===== src/rtl/tmds_pkg.sv =====
// Shared TMDS constants: control tokens, cd/token mapping, FSM states.
// Used by both the encoder and decoder sides.
package tmds_pkg;

   localparam logic [9:0] CTRL_TOK0 = 10'b1101010100;
   localparam logic [9:0] CTRL_TOK1 = 10'b0010101011;
   localparam logic [9:0] CTRL_TOK2 = 10'b0101010100;
   localparam logic [9:0] CTRL_TOK3 = 10'b1010101011;

   localparam int DISP_LIMIT = 8;

   typedef enum logic [1:0] {
      SEARCH,
      SLIP,
      WAIT,
      LOCKED
   } state_e;

   function automatic logic [9:0] cd_to_tok(input logic [1:0] cd);
      logic [9:0] t;
      unique case (cd)
         2'b00: t = CTRL_TOK0;
         2'b01: t = CTRL_TOK1;
         2'b10: t = CTRL_TOK2;
         2'b11: t = CTRL_TOK3;
      endcase
      return t;
   endfunction

endpackage


===== src/rtl/tmds_decoder_if.sv =====
// Per-channel TMDS decoder bus: raw symbol in, decoded video/control out.
// master = deserialiser/capture side, slave = decoder.
interface tmds_decoder_if;

   logic [9:0] tmds;
   logic [7:0] vd;
   logic [1:0] cd;
   logic       vde;
   logic       locked;
   logic       bitslip;
   logic       sym_err;

   modport master (
      output tmds,
      input  vd, cd, vde, locked, bitslip, sym_err
   );

   modport slave (
      input  tmds,
      output vd, cd, vde, locked, bitslip, sym_err
   );

endinterface


===== src/rtl/tmds_symbol_decode.sv =====
// Combinational TMDS symbol decode: control-token match and 8b data
// recovery (XOR/XNOR chain after optional inversion).
module tmds_symbol_decode
   import tmds_pkg::*;
(
   input  logic [9:0] i_sym,
   output logic       o_is_ctrl,
   output logic [1:0] o_cd,
   output logic [7:0] o_vd
);

   logic [7:0] w_q;

   assign w_q = i_sym[7:0] ^ {8{i_sym[9]}};

   always_comb begin
      o_is_ctrl = 1'b0;
      o_cd      = 2'b00;
      for (int k = 0; k < 4; k++) begin
         if (i_sym == cd_to_tok(2'(k))) begin
            o_is_ctrl = 1'b1;
            o_cd      = 2'(k);
         end
      end
   end

   always_comb begin
      o_vd    = '0;
      o_vd[0] = w_q[0];
      for (int i = 1; i < 8; i++) begin
         o_vd[i] = i_sym[8] ? (w_q[i] ^ w_q[i-1])
                            : ~(w_q[i] ^ w_q[i-1]);
      end
   end

endmodule


===== src/rtl/tmds_decoder.sv =====
// TMDS channel decoder with bit-slip alignment search and lock tracking.
// Optional running-disparity check: define TMDS_DISPARITY_CHECK_EN.
module tmds_decoder
   import tmds_pkg::*;
#(
   parameter int CTRL_RUN      = 16,
   parameter int SEARCH_WINDOW = 4096,
   parameter int SLIP_WAIT     = 16,
   parameter int LOCK_TIMEOUT  = 65536
) (
   input  logic           clk,
   input  logic           rst,
   tmds_decoder_if.slave  bus
);

   localparam int RUN_W = $clog2(CTRL_RUN + 1);
   localparam int WIN_W = $clog2(SEARCH_WINDOW);
   localparam int WT_W  = $clog2(SLIP_WAIT);
   localparam int IDL_W = $clog2(LOCK_TIMEOUT);

   logic             w_is_ctrl;
   logic [1:0]       w_cd;
   logic [7:0]       w_vd;

   state_e           r_state;
   state_e           w_state_nxt;
   logic [RUN_W-1:0] r_run;
   logic [RUN_W-1:0] w_run_nxt;
   logic [WIN_W-1:0] r_win;
   logic [WIN_W-1:0] w_win_nxt;
   logic [WT_W-1:0]  r_wait;
   logic [WT_W-1:0]  w_wait_nxt;
   logic [IDL_W-1:0] r_idle;
   logic [IDL_W-1:0] w_idle_nxt;

   logic [7:0]       r_vd;
   logic [1:0]       r_cd;
   logic             r_vde;
   logic             r_err;
   logic             w_glitch;
   logic             w_disp_err;

   tmds_symbol_decode u_dec (
      .i_sym     (bus.tmds),
      .o_is_ctrl (w_is_ctrl),
      .o_cd      (w_cd),
      .o_vd      (w_vd)
   );

   always_comb begin
      w_state_nxt = r_state;
      w_win_nxt   = '0;
      w_wait_nxt  = '0;
      w_idle_nxt  = '0;
      if (!w_is_ctrl)
         w_run_nxt = '0;
      else if (r_run == RUN_W'(CTRL_RUN))
         w_run_nxt = r_run;
      else
         w_run_nxt = r_run + 1'b1;

      unique case (r_state)
         SEARCH: begin
            // lock has priority over an expiring window
            if (r_run == RUN_W'(CTRL_RUN))
               w_state_nxt = LOCKED;
            else if (r_win == WIN_W'(SEARCH_WINDOW - 1))
               w_state_nxt = SLIP;
            else
               w_win_nxt = r_win + 1'b1;
         end
         SLIP: begin
            w_state_nxt = WAIT;
         end
         WAIT: begin
            w_run_nxt = '0;
            if (r_wait == WT_W'(SLIP_WAIT - 1))
               w_state_nxt = SEARCH;
            else
               w_wait_nxt = r_wait + 1'b1;
         end
         LOCKED: begin
            if (!w_is_ctrl) begin
               if (r_idle == IDL_W'(LOCK_TIMEOUT - 1))
                  w_state_nxt = SEARCH;
               else
                  w_idle_nxt = r_idle + 1'b1;
            end
         end
         default: w_state_nxt = SEARCH;
      endcase
   end

   // data right after a lone control token means blanking was glitched
   assign w_glitch = (r_state == LOCKED) && !w_is_ctrl &&
                     (r_run == RUN_W'(1));

`ifdef TMDS_DISPARITY_CHECK_EN
   logic signed [4:0] r_acc;
   logic signed [4:0] w_acc_sum;
   logic [3:0]        w_ones;

   assign w_ones    = 4'($countones(bus.tmds));
   assign w_acc_sum = r_acc + $signed({1'b0, w_ones}) - 5'sd5;
   assign w_disp_err = !w_is_ctrl &&
      ((w_acc_sum >  $signed(5'(DISP_LIMIT))) ||
       (w_acc_sum < -$signed(5'(DISP_LIMIT))));

   always_ff @(posedge clk) begin
      if (rst)
         r_acc <= '0;
      else if (w_is_ctrl || w_disp_err)
         r_acc <= '0;
      else
         r_acc <= w_acc_sum;
   end
`else
   assign w_disp_err = 1'b0;
`endif

   always_ff @(posedge clk) begin
      if (rst) begin
         r_state <= SEARCH;
         r_run   <= '0;
         r_win   <= '0;
         r_wait  <= '0;
         r_idle  <= '0;
         r_vd    <= '0;
         r_cd    <= '0;
         r_vde   <= 1'b0;
         r_err   <= 1'b0;
      end else begin
         r_state <= w_state_nxt;
         r_run   <= w_run_nxt;
         r_win   <= w_win_nxt;
         r_wait  <= w_wait_nxt;
         r_idle  <= w_idle_nxt;
         if (w_is_ctrl)
            r_cd <= w_cd;
         else
            r_vd <= w_vd;
         r_vde   <= !w_is_ctrl && (w_state_nxt == LOCKED);
         r_err   <= w_glitch | w_disp_err;
      end
   end

   assign bus.vd      = r_vd;
   assign bus.cd      = r_cd;
   assign bus.vde     = r_vde;
   assign bus.sym_err = r_err;
   assign bus.locked  = (r_state == LOCKED);
   assign bus.bitslip = (r_state == SLIP);

endmodule


===== src/flat_wrapper.sv =====
// flat-port wrapper written by rule: the top's interface ports become plain ports
module tmds_decoder_flat import tmds_pkg::*;
#(
   parameter int CTRL_RUN      = 16,
   parameter int SEARCH_WINDOW = 4096,
   parameter int SLIP_WAIT     = 16,
   parameter int LOCK_TIMEOUT  = 65536
)
  (clk, rst, bus_tmds, bus_vd, bus_cd, bus_vde, bus_locked, bus_bitslip, bus_sym_err);
  tmds_decoder_if bus_i ();
  input  logic clk;
  input  logic rst;
  input wire logic [$bits(bus_i.tmds)-1:0] bus_tmds;
  output wire logic [$bits(bus_i.vd)-1:0] bus_vd;
  output wire logic [$bits(bus_i.cd)-1:0] bus_cd;
  output wire logic [$bits(bus_i.vde)-1:0] bus_vde;
  output wire logic [$bits(bus_i.locked)-1:0] bus_locked;
  output wire logic [$bits(bus_i.bitslip)-1:0] bus_bitslip;
  output wire logic [$bits(bus_i.sym_err)-1:0] bus_sym_err;
  assign bus_i.tmds = bus_tmds;
  assign bus_vd = bus_i.vd;
  assign bus_cd = bus_i.cd;
  assign bus_vde = bus_i.vde;
  assign bus_locked = bus_i.locked;
  assign bus_bitslip = bus_i.bitslip;
  assign bus_sym_err = bus_i.sym_err;
  tmds_decoder #(.CTRL_RUN(CTRL_RUN), .SEARCH_WINDOW(SEARCH_WINDOW), .SLIP_WAIT(SLIP_WAIT), .LOCK_TIMEOUT(LOCK_TIMEOUT)) u_core (.clk(clk), .rst(rst), .bus(bus_i));
endmodule

===== config.mk =====
export PLATFORM = sky130hd
export DESIGN_NAME = tmds_decoder_flat
export DESIGN_NICKNAME = d
export VERILOG_FILES = /design/src/rtl/tmds_pkg.sv /design/src/rtl/tmds_decoder_if.sv /design/src/rtl/tmds_symbol_decode.sv /design/src/rtl/tmds_decoder.sv /design/src/flat_wrapper.sv
export SDC_FILE = /design/constraint.sdc
export NUM_CORES = 1
export LEC_CHECK = 0
export CAP_MARGIN = 20
export CORE_MARGIN = 2
export CORE_UTILIZATION = 30
export DETAILED_ROUTE_END_ITERATION = 6
export PLACE_DENSITY = 0.51
export REMOVE_ABC_BUFFERS = 1
export SETUP_SLACK_MARGIN = 0.4
export SLEW_MARGIN = 20
export SYNTH_ARGS = -nofsm -noshare
export SYNTH_HDL_FRONTEND = slang
export SYNTH_SLANG_ARGS = --single-unit
export TNS_END_PERCENT = 50

===== constraint.sdc =====
create_clock -name clk -period 4.6 [get_ports clk]
set_clock_uncertainty 0.15 [all_clocks]
set_input_delay 0.69 -clock clk [delete_from_list [all_inputs] [get_ports clk]]
set_output_delay 0.69 -clock clk [all_outputs]
set_load 0.01 [all_outputs]

==> impl_metrics.csv <==
group,metric,value,unit
cells_and_area,fin_nets,307,
critical_path,crit_arrival,1.79,ns
timing,tightest_slew,0.626,ns
critical_path,cp-endpoint,"bus_locked",
critical_path,critPathTopFamily,"buffers and inverters",
synth,synth_top_family_by_area,"simple AND/OR/NAND/NOR gates",
clock_network,numCtsBuffers,5,
synth,synth_mux_area_share,1.25,%
timing,final.min_clock_period,2.63,ns
critical_path,cp-start-kind,"register",
synth,synth_fa_ha_area_share,3.13,%
place,placed_cells,384,
synth,yosys_warnings,0,
pwr,power_density,284,nW/um2
critical_path,cp_num_cells,2,
timing,tns,0,ns
synth,synth_area_per_cell,9.01,um2
critical_path,path_class,"register to output port",
routing,vias,1889,
critical_path,crit_path_max_incr_delay,0.61,ns
synth,yosys_register_bits,51,
synth,netlist_instances,266,
critical_path,cp_slowest_cell,"clkdlybuf4s50_1",
synth,synth-compound-area-share,6.89,%
pwr,power,0.804,mW
clock_network,htree_num_levels,2,
critical_path,cp_num_buf_inv,1,
cells_and_area,antenna_cells,0,
synth,synthFlopType,"dfxtp_1",
synth,synth-simple-area-share,27.2,%
floorplan,start_util,31.0,%
cells_and_area,finalCoreUtilization,36.6,%
global_routing,grt_util_all_layers,11.5,%
place,place_ws,1.74,ns
clock_network,cts_sinks,51,
clock_network,cts_hold_buf,0,
clock_network,cts_buffer_depth,2,
flow_run,max_cap_viol_count,0,
critical_path,cp-end-kind,"output port",
timing,rsz0062_at_grt,"no",
critical_path,reg2regPathDepth,5,
timing,maxSlewHeadroom,58.1,%
synth,ys_types,40,
clock_network,clk_latency,0.32,ns
timing,fin_crit_sh,57.3,%
critical_path,r2r-end,"u_core.r_state[0]$_SDFF_PP0_",
clock_network,cts_tree,"built",
global_routing,antenna_found_initial,0,
hold_path,hold_class,"register to register",
cells_and_area,areaGrowthSynthToFinish,18.0,%
global_routing,gr-total-overflow,0,
critical_path,r2r_start,"u_core.r_idle[0]$_SDFF_PP0_",
global_routing,grt_max_degree,19,
critical_path,crit_start,"u_core.r_state[1]$_SDFF_PP0_",
critical_path,required,3.76,ns
cells_and_area,n_fill_cell,790,
cells_and_area,drive_gt1_share,6.21,%
clock_network,cts_resized,0,
clock_network,cts_root_buf,"clkbuf_8",
synth,synth_area,2400,um2
place,port_buffers,25,
routing,remaining_drc_errors,0,
synth,synth-edff-count,0,
critical_path,path_cells,"and2_1, clkdlybuf4s50_1",
timing,report.final.slew_viol_count,0,
critical_path,reg2reg_setup_slack,2.39,ns
hold_path,min_from,"u_core.r_win[0]$_SDFF_PP0_",
place,gp_congestion,0.726,
floorplan,die_h,93.4,um
critical_path,critPathMaxFanout,9,
floorplan,rows,32,
synth,yosysSeqAreaShare,42.6,%
floorplan,die_w,93.4,um
timing,hold_viol_final,0,
routing,ant_nets,0,
routing,viasPerCell,4.82,
routing,wl_per_cell,12.1,um
synth,synth-xor-area-share,14.6,%
pwr,leakagePower,0.922,nW
timing,setup_viol,0,
clock_network,clk_pin_slew,0.10,ns
synth,async_reset_ff_share,0,%
clock_network,cts_setup_buffers,0,
global_routing,grt_pass1_wl,8080,um
cells_and_area,fin_cells,392,
routing,drt-initial-drc-count,47,
floorplan,core,7730,um2
floorplan,pin_count,26,
place,dp_hpwl,3410,um
global_routing,grt_pass1_vias,1781,
hold_path,holdPathStages,1,
routing,wl,4750,um
floorplan,die_area,8720,um2
routing,drt_first_pass_iters,4,
status,status,"finished clean",
pwr,ir_drop,0.000103,V
timing,fmax,380,MHz
timing,setup_slack,1.97,ns
worst min-delay path by stage:
| stage | to | slack, ns |
|---|---|---|
| 6_report | u_core.r_win[0]$_SDFF_PP0_ | 0.29 |
| 5_1_grt | u_core.r_win[0]$_SDFF_PP0_ | 0.32 |
| 4_1_cts | u_core.r_win[0]$_SDFF_PP0_ | 0.30 |
| 3_5_place_dp | u_core.r_win[0]$_SDFF_PP0_ | 0.29 |
| 3_3_place_gp | u_core.r_win[0]$_SDFF_PP0_ | 0.28 |
| 2_1_floorplan | u_core.r_win[0]$_SDFF_PP0_ | 0.26 |
cell families after synthesis:
family                     after synthesis
muxes                                    3
and+or+nand+nor                        120
buffers and inverters                   20
adders and majority gates                6
AOI/OAI and AO/OA                       26
DFF                                     51
xor gates and xnor gates                40
sequential cells by signal, indices dropped and copies added, names as in the netlist:
| register | cells |
|---|---|
| u_core.bus.sym_err | 1 |
| u_core.r_wait | 4 |
| u_core.bus.cd | 2 |
| u_core.r_idle | 16 |
| u_core.r_run | 5 |
| u_core.r_win | 12 |
| u_core.bus.vd | 8 |
| u_core.r_state | 2 |
| u_core.bus.vde | 1 |
final cells by class:
cell class	instances	area [um2]	share of cell area (%)
Clock buffer	5	68.8	2.43
Clock inverter	3	28.8	1.02
Inverter	8	30.0	1.06
Multi-Input combinational cell	195	1280	45.2
Sequential cell	51	1020	36.1
Tap cell	102	128	4.51
Timing Repair Buffer	28	273	9.64
power by group:
| group | switching, mW | total (mW) | internal, mW |
|---|---|---|---|
| Clock | 0.168 | 0.281 | 0.113 |
| Sequential | 0.00546 | 0.457 | 0.451 |
| Combinational | 0.0294 | 0.0665 | 0.0371 |
| Total | 0.203 | 0.804 | 0.601 |
routing by layer:
layer	track usage (%)	vias up	wire, um
met5	0	-	0
met4	4.04	0	79
met1	15.5	871	2470
li1	-	985	-
met3	2.42	6	137
met2	18.2	27	2070
stage by stage:
stage | hold slack [ns] | instance area, um2
6_report | 0.294 | 2830
5_1_grt | 0.323 | 2830
4_1_cts | 0.302 | 2830
3_5_place_dp | 0.287 | 2730
3_3_place_gp | 0.275 | 2730
2_1_floorplan | 0.263 | 2320
cell usage after synthesis, types with 2 or more instances:
cell	count	area (um2)
nand2_1	8	30.0
a211oi_1	2	15.0
mux2i_1	3	30.0
nor4_1	7	43.8
nand4_1	6	37.5
nor3b_1	2	15.0
ha_1	6	75.1
inv_1	8	30.0
a21oi_1	13	65.1
o21ai_0	4	20.0
nor3_1	28	140
or3_1	4	25.0
xor2_1	18	158
buf_2	7	35.0
and2_1	2	12.5
nor2_1	28	105
nand3_1	18	90.1
and3_1	5	31.3
and4_1	3	26.3
xnor2_1	22	193
dfxtp_1	51	1020
clkbuf_1	2	7.51
buf_6	2	22.5
cell usage in the layout (no fill, tap or decap), drive strengths merged, types with 6 or more instances in the layout:
| cell type | netlist | final |
|---|---|---|
| nand4 | 6 | 6 |
| dfxtp | 51 | 51 |
| clkdlybuf4s50 | 0 | 25 |
| xor2 | 18 | 18 |
| nor2 | 29 | 29 |
| xnor2 | 22 | 22 |
| nor4 | 7 | 7 |
| nand3 | 19 | 19 |
| inv | 8 | 9 |
| a21oi | 13 | 13 |
| nor3 | 28 | 28 |
| nand2 | 8 | 8 |
| ha | 6 | 6 |
Note: power is estimated with default switching activity, not from simulation.
